$ cat config.mk
export PLATFORM = sky130hd
export DESIGN_NAME = dmem_arbiter
export DESIGN_NICKNAME = d
export VERILOG_FILES = /design/src/rtl/dmem_arbiter.sv
export SDC_FILE = /design/constraint.sdc
export NUM_CORES = 1
export LEC_CHECK = 0
export CAP_MARGIN = 20
export CORE_UTILIZATION = 25
export CTS_CLUSTER_SIZE = 16
export DETAILED_ROUTE_END_ITERATION = 10
export SYNTH_ARGS = -nofsm -noshare
export SYNTH_HDL_FRONTEND = slang
export SYNTH_SLANG_ARGS = --single-unit
$ cat constraint.sdc
create_clock -name clk -period 4 [get_ports clk]
set_input_delay 0.6 -clock clk [delete_from_list [all_inputs] [get_ports clk]]
set_output_delay 0.6 -clock clk [all_outputs]
set_load 0.02 [all_outputs]
$ cat src/rtl/dmem_arbiter.sv
// dmem_arbiter
// ------------
// Two-port round-robin arbiter in front of a single-ported, word-wide data
// memory. Port 0 is the core MEM stage and port 1 is the debug/loader port.
// Partial writes are done as read-modify-write: the old word is captured,
// the enabled bytes are merged in, and the full word is written back.
//
// Ports
//   clk, rst_n            clock and asynchronous active-low reset
//   req0/req1             access requests (held stable until ack)
//   addr0/addr1           byte addresses; bits [1:0] are ignored
//   we0/we1               1 = write, 0 = read
//   be0/be1               write byte enables, bit i covers data[8i+7:8i]
//   wdata0/wdata1         write data
//   ack0/ack1             one-cycle completion pulse to the owning port
//   rdata                 read result, valid in the ack cycle, held otherwise
//   busy                  high whenever the FSM is not in IDLE
//   mem_addr              word address to the data memory
//   mem_we                memory write strobe (memory writes on rising edge)
//   mem_wdata             memory write word
//   mem_rdata             combinational memory read word for mem_addr
//   fsm_state             current FSM state, for debug and assertion binding
//
// Handshake: a port raises req with its fields and holds all of them stable
// until it sees its ack; it drops or renews req in the cycle after ack.
// Fields are only sampled in IDLE, so anything a port does while the block
// is busy has no effect on the access in flight.
module dmem_arbiter #(
    parameter int MEM_AW = 14
) (
    input  logic              clk,
    input  logic              rst_n,
    input  logic              req0,
    input  logic              req1,
    input  logic [31:0]       addr0,
    input  logic [31:0]       addr1,
    input  logic              we0,
    input  logic              we1,
    input  logic [3:0]        be0,
    input  logic [3:0]        be1,
    input  logic [31:0]       wdata0,
    input  logic [31:0]       wdata1,
    output logic              ack0,
    output logic              ack1,
    output logic [31:0]       rdata,
    output logic              busy,
    output logic [MEM_AW-1:0] mem_addr,
    output logic              mem_we,
    output logic [31:0]       mem_wdata,
    input  logic [31:0]       mem_rdata,
    output logic [1:0]        fsm_state
);

    typedef enum logic [1:0] {
        IDLE   = 2'd0,
        ACCESS = 2'd1,
        MERGE  = 2'd2,
        DONE   = 2'd3
    } state_t;

    state_t              state;
    state_t              state_nxt;

    logic [MEM_AW-1:0]   addr_q;
    logic                we_q;
    logic [3:0]          be_q;
    logic [31:0]         wdata_q;
    logic [31:0]         merge_q;
    logic                owner_q;
    logic                last_grant;

    logic                grant_valid;
    logic                grant_port;
    logic [31:0]         be_mask;
    logic                be_full;
    logic                be_none;

    // Round robin: on a tie the port that did not win last time goes.
    // last_grant resets to 1 so port 0 wins the first tie.
    always_comb begin
        grant_valid = req0 | req1;
        if (req0 && req1) begin
            grant_port = ~last_grant;
        end else begin
            grant_port = req1;
        end
    end

    always_comb begin
        be_mask = {{8{be_q[3]}}, {8{be_q[2]}}, {8{be_q[1]}}, {8{be_q[0]}}};
        be_full = (be_q == 4'hF);
        be_none = (be_q == 4'h0);
    end

    // State register and request latch
    always_ff @(posedge clk or negedge rst_n) begin
        if (!rst_n) begin
            state      <= IDLE;
            addr_q     <= '0;
            we_q       <= 1'b0;
            be_q       <= 4'h0;
            wdata_q    <= 32'h0;
            merge_q    <= 32'h0;
            owner_q    <= 1'b0;
            last_grant <= 1'b1;
            rdata      <= 32'h0;
        end else begin
            state <= state_nxt;
            if (state == IDLE && grant_valid) begin
                owner_q    <= grant_port;
                last_grant <= grant_port;
                if (grant_port) begin
                    addr_q  <= addr1[MEM_AW+1:2];
                    we_q    <= we1;
                    be_q    <= be1;
                    wdata_q <= wdata1;
                end else begin
                    addr_q  <= addr0[MEM_AW+1:2];
                    we_q    <= we0;
                    be_q    <= be0;
                    wdata_q <= wdata0;
                end
            end
            if (state == ACCESS) begin
                if (!we_q) begin
                    rdata <= mem_rdata;
                end else if (!be_full && !be_none) begin
                    merge_q <= mem_rdata;
                end
            end
        end
    end

    // Next state and outputs
    always_comb begin
        state_nxt = state;
        mem_we    = 1'b0;
        ack0      = 1'b0;
        ack1      = 1'b0;
        busy      = (state != IDLE);
        mem_addr  = addr_q;
        mem_wdata = wdata_q;

        case (state)
            IDLE: begin
                mem_addr  = '0;
                mem_wdata = 32'h0;
                if (grant_valid) begin
                    state_nxt = ACCESS;
                end
            end
            ACCESS: begin
                if (!we_q || be_none) begin
                    state_nxt = DONE;
                end else if (be_full) begin
                    mem_we    = 1'b1;
                    state_nxt = DONE;
                end else begin
                    state_nxt = MERGE;
                end
            end
            MERGE: begin
                mem_we    = 1'b1;
                mem_wdata = (wdata_q & be_mask) | (merge_q & ~be_mask);
                state_nxt = DONE;
            end
            DONE: begin
                ack0      = ~owner_q;
                ack1      = owner_q;
                state_nxt = IDLE;
            end
            default: begin
                state_nxt = IDLE;
            end
        endcase
    end

    assign fsm_state = state;

endmodule
-- Yosys cells after proc, flatten, opt, wreduce, memory -nomap -nowiden
Index checks and enable logic that the tools add are counted.
- equal/unequal tests: 5
- muxes and demuxes: 16
- bitwise logic cells: 8
- reduce and logical (&&, ||, !) cells: 12
- operators with widths (operator ; count):
    $and A32 B32 Y32 ; 2
    $pmux W32 S2 ; 1
    $mux W32 ; 1
    $not A32 Y32 ; 1
    $or A32 B32 Y32 ; 1
    $mux W14 ; 2
    $mux W1 ; 8
    $pmux W2 S4 ; 1
    $eq A2 B2 Y1 const B ; 2
    $eq A4 B4 Y1 const B ; 1
    $logic_not A4 Y1 ; 1
    $mux W4 ; 1
    $logic_and A1 B1 Y1 ; 3
    $logic_not A1 Y1 ; 3
    $not A1 Y1 ; 3
    $reduce_and A3 Y1 ; 1
    $eq A2 B1 Y1 const B ; 1
    $logic_not A2 Y1 ; 1
    $mux W2 ; 1
    $ne A2 B2 Y1 const B ; 1
    $pmux W1 S2 ; 1
    $reduce_and A2 Y1 ; 1
    $reduce_bool A2 Y1 ; 1
    $logic_or A1 B1 Y1 ; 1
    $or A1 B1 Y1 ; 1
- register bits: 119
- input bits: 174
- output and inout bits: 84
- word-level logic and storage cells: 50

-- Longest topological paths before layout
Gate-level depths: netlist of the first run.
- word-level depth: 4
- depth in mapped cells: 7
- gate-level depth less buffers: 5

-- Least setup slack after synthesis of the first run
OpenSTA, ideal clock, no wires.
- path type: reg2out
- from: register state[0], in the netlist fsm_state[0]
- to: output mem_wdata[24]
- data arrival time: 1.829 ns
- slack: 1.571 ns
- stages on the path, launching flop included: 7
- path buffers: 1
- path through: dfrtp_1 inv_1 ha_1 and2b_2 clkbuf_1 nor2_1 a22o_1
- longest elaborated chain between the ends: 2
- elaborated cells between the ends (all ways): 3
- those cells by class: 1 x eq/ne; 1 x mux; 1 x reduce/logical
- ends and longest elaborated chain (element ; line ; source):
    start, declared ; 61 ; state_t state;
    start signal, assigned ; 108 ; state <= state_nxt;
    $eq A2 B2 Y1 / $logic_not A2 Y1 (equally long branches) ; 144 ; case (state)
    $pmux W32 S2 (*) ; 144 ;
    end, declared ; 49 ; output logic [31:0] mem_wdata,
Every way passes the cells marked *; elsewhere a longest branch is shown, timed or not.

-- Worst setup path after layout of the first run
- from: register state[0], in the netlist fsm_state[0]
- to: output mem_wdata[28]
Same word-level chain as after synthesis.

==> results of run 1 <==
==> cells in the mapped netlist <==
cell type	count
nor2_1	6
nor3_2	1
a31oi_1	2
nor2b_1	19
mux2i_1	51
buf_4	5
a22o_1	33
nand2_1	54
o211ai_1	1
o21ai_1	1
and2_1	1
a21boi_0	1
mux2_2	61
mux2_4	4
buf_6	3
o311ai_0	1
ha_1	4
clkbuf_1	15
a211o_1	1
buf_2	5
dfrtp_1	118
and4_4	1
dfstp_2	1
nor4_1	1
inv_1	4
buf_1	1
o21ai_0	51
and2b_1	1
and2b_2	1
a21oi_1	1
==> cell type report <==
class,count,share of cell area [%]
Clock inverter,13,1.97
Inverter,4,0.175
Tap cell,275,4.01
Clock buffer,19,5.27
Sequential cell,119,34.7
Timing Repair Buffer,231,26.7
Multi-Input combinational cell,297,27.2
==> logic make-up after synthesis <==
group | Yosys count | share of synthesized area, %
adders and majority gates | 4 | 0.918
AOI/OAI and AO/OA | 92 | 11.0
DFF | 119 | 54.6
and+or+nand+nor | 85 | 7.23
muxes | 116 | 23.1
buffers and inverters | 33 | 3.14
==> sequential cells by signal, indices dropped and copies added (netlist names) <==
signal	cells
addr_q	14
we_q	1
last_grant	1
be_q	4
rdata	32
wdata_q	32
fsm_state	2
owner_q	1
merge_q	32
==> worst max-delay path: stages (launching register included) <==
cell             delay (ns)
dfrtp_1                0.44
inv_1                  0.12
ha_1                   0.27
and2b_2                0.30
nor2_1                 0.53
a22o_1                 0.24
clkdlybuf4s50_1        0.61
==> power breakdown <==
part | switching, mW | total, mW | internal [mW]
Clock | 0.581 | 1.60 | 1.02
Combinational | 1.83 | 3.68 | 1.85
Sequential | 0.341 | 2.16 | 1.82
==> layer usage <==
metal / wire [microns] / global-route usage [%] / up-vias
met5: 0 / 0 / -
met4: 219 / 4.70 / 0
met3: 997 / 4.48 / 17
met2: 7340 / 23.8 / 134
met1: 6820 / 17.3 / 2058
li1: - / - / 2056
==> final timing paths <==
check | from | slack, ns | to
worst min-delay path | rst_n | 0.26 | merge_q[18]
worst max register to register | fsm_state[1] | 1.97 | merge_q[26]
max in group asynchronous | rst_n | 2.91 | we_q
worst min register to register | addr_q[10] | 0.48 | addr_q[10]
min in group clk | addr_q[10] | 0.48 | addr_q[10]
worst max-delay path | fsm_state[0] | 0.47 | mem_wdata[28]
==> results.txt, run 1 <==
The flow ran to the end, and the final reports show no timing, DRC or antenna violations. The category of the critical setup timing path is flop to output pin. The global router's overall resource usage is between 10% and 20%.

The clock-pin transition on the worst setup and hold timing paths is approximately 0.060 ns. The critical path startpoint category is a flop. The post-route netlist has 16.8% of its cells at a drive strength greater than 1. The HPWL after detailed placement is 11000 microns.

Pin placement for this block handled about 260 I/O pins. The data required time at the worst endpoint is between 3 and 4 ns. The final critical path time including I/O delays and setup is 3.53 ns.

The count of cells resized by post-cts repair came out at 0. The number of vias in the routed layout is between 4000 and 5000. The static leakage power came out at 3.65 nW. The number of standard-cell rows in the floorplan is 53. The post-route worst hold slack is between 0.2 and 0.3 ns. In this run, post-CTS hold repair placed 0 buffers. The count of clock tree sinks is between 100 and 150. The count of routing violations after the opening detailed-route iteration is 106. The worst hold path belongs to the class primary input to asynchronous set/reset pin.

In the routed design, unresolved DRC markers number 0. The CTS tree is built. The total power is ~7.4 mW. The total number of H-tree levels came out at 4. The area taken by multi-input logic gates came out at 2330 sq um. The critical-path maximum fanout came out at 9. After filler insertion, the fill cell instance count of the layout stands at 2000. The TritonCTS buffer count is 17. The finished cells cover 8590 sq um. The floorplan step defined a die boundary enclosing 22400 sq um.

The transition time of the tightest slew-check pin came out at 0.925 ns. For the final routed database, the setup TNS stands at 0 ns. The post-synthesis average cell area came out at about 12 sq um. After synthesis, the cell types taking the most area are dfrtp_1 (54%), mux2_2 (13%), mux2i_1 (9.4%).

After detailed routing, the average wire length per cell comes to 16.1 microns. The die boundary width is 150 microns. The final cell count without fillers came out at 958.

In this run the standard cell core region covers 21200 sq um. VDD sags by at most 0.417 mV. The relative max-transition margin is 38.1%.

The effective utilization at floorplan came out at 25.7%. The arrival time of the worst setup path is 2.93 ns. At the placement stage, the worst setup path has a slack of 0.866 ns.

The relative area change from synthesis to final layout is 57.6%. The total grt overflow is 0. The post-synth design cell area came out at 5450 sq um.

STA classifies the critical path endpoint as an output pin. The global-route wire length before repair came out at between 20000 and 25000 microns. The cell count after placement came out at 926.

The portion of the clock cycle consumed by the worst path in the final layout came out at 88.2%. The area used by sequential logic in the layout came out at slightly below 3000 sq um. The number of nets in the synthesized netlist is 627. The power density of the placed cells came out at 866 nW/um^2. The ratio of routed vias to standard cells came out at 4.45.

The number of distinct library cell variants in the gate-level netlist after synthesis came out at 30. The number of buffer cells added on primary ports came out at 221. The library cell used most frequently in the layout, excluding fill and tap cells, is clkdlybuf4s50_1. The highest attainable clock frequency is 0.283 GHz. The library cells used most frequently in the layout, excluding fill and tap cells, are clkdlybuf4s50_1 (220), dfrtp_1 (118), mux2_2 (61). The iteration count of the initial detailed-routing pass came out at 4. The cell count after synthesis came out at about 450. The max-slew violation total from the final report is 0.

The utilization after layout came out at between 40 and 50%. The floorplan step set the die height to 150 microns. The clock latency reported for the late side of the worst-skew pair is 0.41 ns. The number of buffers added for setup after CTS came out at 0. For this run, the number of Yosys warnings is 0.

The remaining number of nets flagged by the antenna check after routing is 0. The initial antenna violation count is 0. Routability-driven placement finished with a final weighted congestion of 0.765. Setup slack closes at 0.471 ns.

After detailed routing, the total wire length is 15400 microns. The post-synthesis sequential element count is 119. The number of antenna diodes in the final layout is 0.

The tool flagged a number of max-cap violations equal to 0. Across the routed clock network, the largest skew measured is 0.00843 ns. Summed over all instances, the cell type with the most area after synthesis is dfrtp_1. Entering global routing, the biggest net connects 64 pins. The final net count is 848.

In this run the biggest area consumer among cell types represents 54.2% of the synthesized area. The cell area after placement came out at 7970 sq um. The maximum number of buffers from clock root to sink is 2. The final-report hold violation count is 0. The count of cells along the worst register-to-register path is 6.

The share of the yosys chip area belonging to registers came out at a little over half. Setup violations remaining at the end of the flow were counted as 0. The via count of the first global-routing pass came out at 4517. The buffer type at the clock tree root is clkbuf_16.

Setup repair after global routing left no endpoint under its margin.
(Power assumes the default switching activity.)
==> run 2, diff against run 1 <==
--- a/config.mk
+++ b/config.mk
@@ -6,9 +6,10 @@
 export NUM_CORES = 1
 export LEC_CHECK = 0
 export CAP_MARGIN = 20
-export CORE_UTILIZATION = 25
+export CORE_UTILIZATION = 41
 export CTS_CLUSTER_SIZE = 16
 export DETAILED_ROUTE_END_ITERATION = 10
+export PLACE_DENSITY = 0.8
 export SYNTH_ARGS = -nofsm -noshare
 export SYNTH_HDL_FRONTEND = slang
 export SYNTH_SLANG_ARGS = --single-unit
==> constraint.sdc (replaced) <==
create_clock -name clk -period 3.7 [get_ports clk]
set_input_delay 0.555 -clock clk [delete_from_list [all_inputs] [get_ports clk]]
set_output_delay 0.555 -clock clk [all_outputs]
set_load 0.02 [all_outputs]
==> run 2 against run 1 <==
Net effect: largest cell class unchanged; worst hold slack got worse by 0.10 ns; design area decreased by 2.1%; routed wire length fell by 8.6%; flip-flop and latch count stayed put; non-clock buffer count up 3; first-iteration DRC count rose by 34%; combinational power grew 8.7%; die area fell by 39%; global-route usage is 7.4 points higher.
==> results.txt, run 2 (synthesized netlist as in run 1, its figures left out) <==
The arrival time of the worst setup path came out at 2.91 ns. The final critical path time including I/O delays and setup came out at 3.47 ns. The number of setup violations in the final report came out at 0. The largest registers in the layout are merge_q (32), rdata (32), wdata_q (32).

Of the available clock period, the critical path in the final layout requires 93.7%. The global router's overall resource usage is 21.7%. The switching component of the power came out at 2.85 mW. Timing analysis after detailed placement gives a worst setup slack of 0.599 ns.

The clock drives 119 sinks. Dividing total power by cell area gives a power density of 927 nW/um^2. The library cells used most frequently in the layout, excluding fill and tap cells, are clkdlybuf4s50_1 (220), dfrtp_1 (118), mux2_2 (61). Of all nets on the critical path, the largest fanout is 9. The number of diodes added for antenna fixing came out at 0.

The number of maximum-capacitance constraint violations came out at 0. The tightest min-delay check is of the primary input to asynchronous set/reset pin type. The remaining number of nets flagged by the antenna check after routing came out at 0. The initial antenna violation count came out at 0.

The routability-driven placement congestion ratio came out at 0.732. The ratio of routed vias to standard cells is ~4.9. The final cell count without fillers came out at 856. TritonCTS built the clock tree. The smallest setup slack after layout came out at approximately 0.23 ns. Measured along the y axis, the die boundary spans 117 microns. Measured along the x axis, the die boundary spans 117 microns. The worst vdd rail ir drop is 0.450 mV. The effective utilization at floorplan came out at 42.7%. The max-slew violation total from the final report came out at 0. The clock latency reported for the late side of the worst-skew pair is 0.40 ns. The fraction of power consumed by sequential logic came out at 29.8%. The clock share of power is between 10% and 20%. During I/O placement, the number of pins put on the boundary was 258.

The highest attainable clock frequency is 0.288 GHz. The endpoint of the worst register-to-register path is merge_q[9]. The slack of the worst reg-to-reg path is 1.70 ns.

Setup repair after global routing left no endpoint under its margin. The endpoint of the worst setup timing path is mem_wdata[29]. The library cell used most frequently in the layout, excluding fill and tap cells, is clkdlybuf4s50_1. The floorplan has a little over 40 rows. The number of vias in the routed layout came out at 4212. Net switching is 36.5% of the power.

The clock passes through at most 2 buffers. The count of cells along the worst register-to-register path came out at 6. The cell count after placement is 825. The cell internal power dissipation is 4.95 mW.

During placement, the flow inserted port buffers numbering roughly 220. The TritonCTS buffer count came out at 17. The maximum number of pins on one net before global-route repair is 86. The count of cells resized by post-cts repair came out at 0.

The total number of H-tree levels is 4. The iteration count of the initial detailed-routing pass is 4. The final net count is about 850. The HPWL after detailed placement is 10300 microns. The critical path is of the flop to output pin type. The final-layout fill cell count came out at 974. The total grt overflow came out at 0. In the routed design, unresolved DRC markers number 0. The post-route worst hold slack came out at 0.160 ns. Relative to the synthesized area, the layout overhead comes to 54.2%. The critical path startpoint category is a flop. In this run, post-CTS hold repair placed 0 buffers. The die area came out at 13800 sq um. The number of buffers added for setup after CTS came out at 0.

The count of routing violations after the opening detailed-route iteration came out at between 100 and 150. The root buffer cell chosen for the clock tree is clkbuf_16. The run finished with clean final reports.

The worst register-to-register path begins at fsm_state[1]. The post-detailed-route wirelength per cell is 16.4 microns. Clock-pin slew was measured on the worst setup and hold paths at 0.05 ns. The detailed-route wire length came out at approximately 14000 microns. The data required time at the worst endpoint is about 3.1 ns. The clock tree skew after final layout is 0.00634 ns. STA classifies the critical path endpoint as an output pin. Tracing the worst setup path back leads to its startpoint at fsm_state[0]. The static leakage power came out at 3.63 nW. The fraction of final layout cells sized beyond drive strength 1 came out at 16.1%. The first global-routing pass estimated 23200 microns of wire. The final-report hold violation count came out at 0. At the pin with the least slew margin, the transition time is 0.917 ns. The via count of the first global-routing pass came out at around 4600. Combinational logic burns approximately half of the power. The area of the core region is between 10000 and 15000 sq um.

The relative max-transition margin is 38.7%. The final total negative setup slack came out at 0 ns.
==> run 2: changes by cell type in the layout (fill, tap and decap cells not counted) <==
cell,delta
clkbuf_1,+6
clkinv_4,-5
clkbuf_8,+1
clkinvlp_4,-1
buf_12,+1
clkinv_2,+1
bufinv_16,-2
inv_6,-2
buf_4,+2
==> run 2: through the flow <==
stage / power (mW) / utilization (%) / instance area, sq um
finish: 7.80 / 65.8 / 8410
global route: 8.26 / 65.8 / 8410
CTS: 7.88 / 65.7 / 8390
detailed placement: 6.37 / 61.5 / 7850
global placement: 6.24 / 61.5 / 7850
floorplan: 4.61 / - / 5450
==> run 2: layout make-up <==
cell class              instances  area (sq um)  area share [%]
clock inverters                 4          45.0           0.536
inverters                       4          15.0           0.179
repair buffers                234          2330            27.7
well taps                     172           215            2.56
multi-input cells             297          2330            27.7
clock buffers                  26           489            5.82
flip-flops and latches        119          2980            35.4
==> run 2: how the worst min path moves through the flow <==
stage | start | to | slack [ns] | cells past startpoint
finish | rst_n | rdata[20] | 0.16 | 1
global route | rst_n | wdata_q[20] | 0.19 | 1
CTS | rst_n | merge_q[25] | 0.39 | 1
detailed placement | addr_q[0] | addr_q[0] | 0.46 | 2
global placement | addr_q[2] | addr_q[2] | 0.45 | 2
floorplan | rst_n | addr_q[0] | 0.26 | 0
==> run 2: metal layers <==
layer	up-vias	part of all wire (%)	track usage [%]
met1	2026	41	24.9
li1	2043	-	-
met5	-	0	0
met2	129	53	38.5
met4	0	1.3	7.63
met3	14	5.2	5.84
==> run 2: worst max-delay path, stage by stage, from the launching register on <==
cell             delay [ns]
dfrtp_1                0.44
inv_1                  0.11
ha_1                   0.28
and2b_2                0.30
nor2_1                 0.52
a22o_1                 0.23
clkdlybuf4s50_1        0.64
==> run 2: power by group through the flow <==
| stage | logic (mW) | clock network [mW] | registers [mW] |
|---|---|---|---|
| after floorplan | 2.11 | 0 | 2.50 |
| after global placement | 3.94 | 0 | 2.30 |
| after detailed placement | 4.03 | 0 | 2.34 |
| after CTS | 4.04 | 1.51 | 2.33 |
| after global routing | 4.28 | 1.58 | 2.41 |
| final | 4.00 | 1.48 | 2.33 |
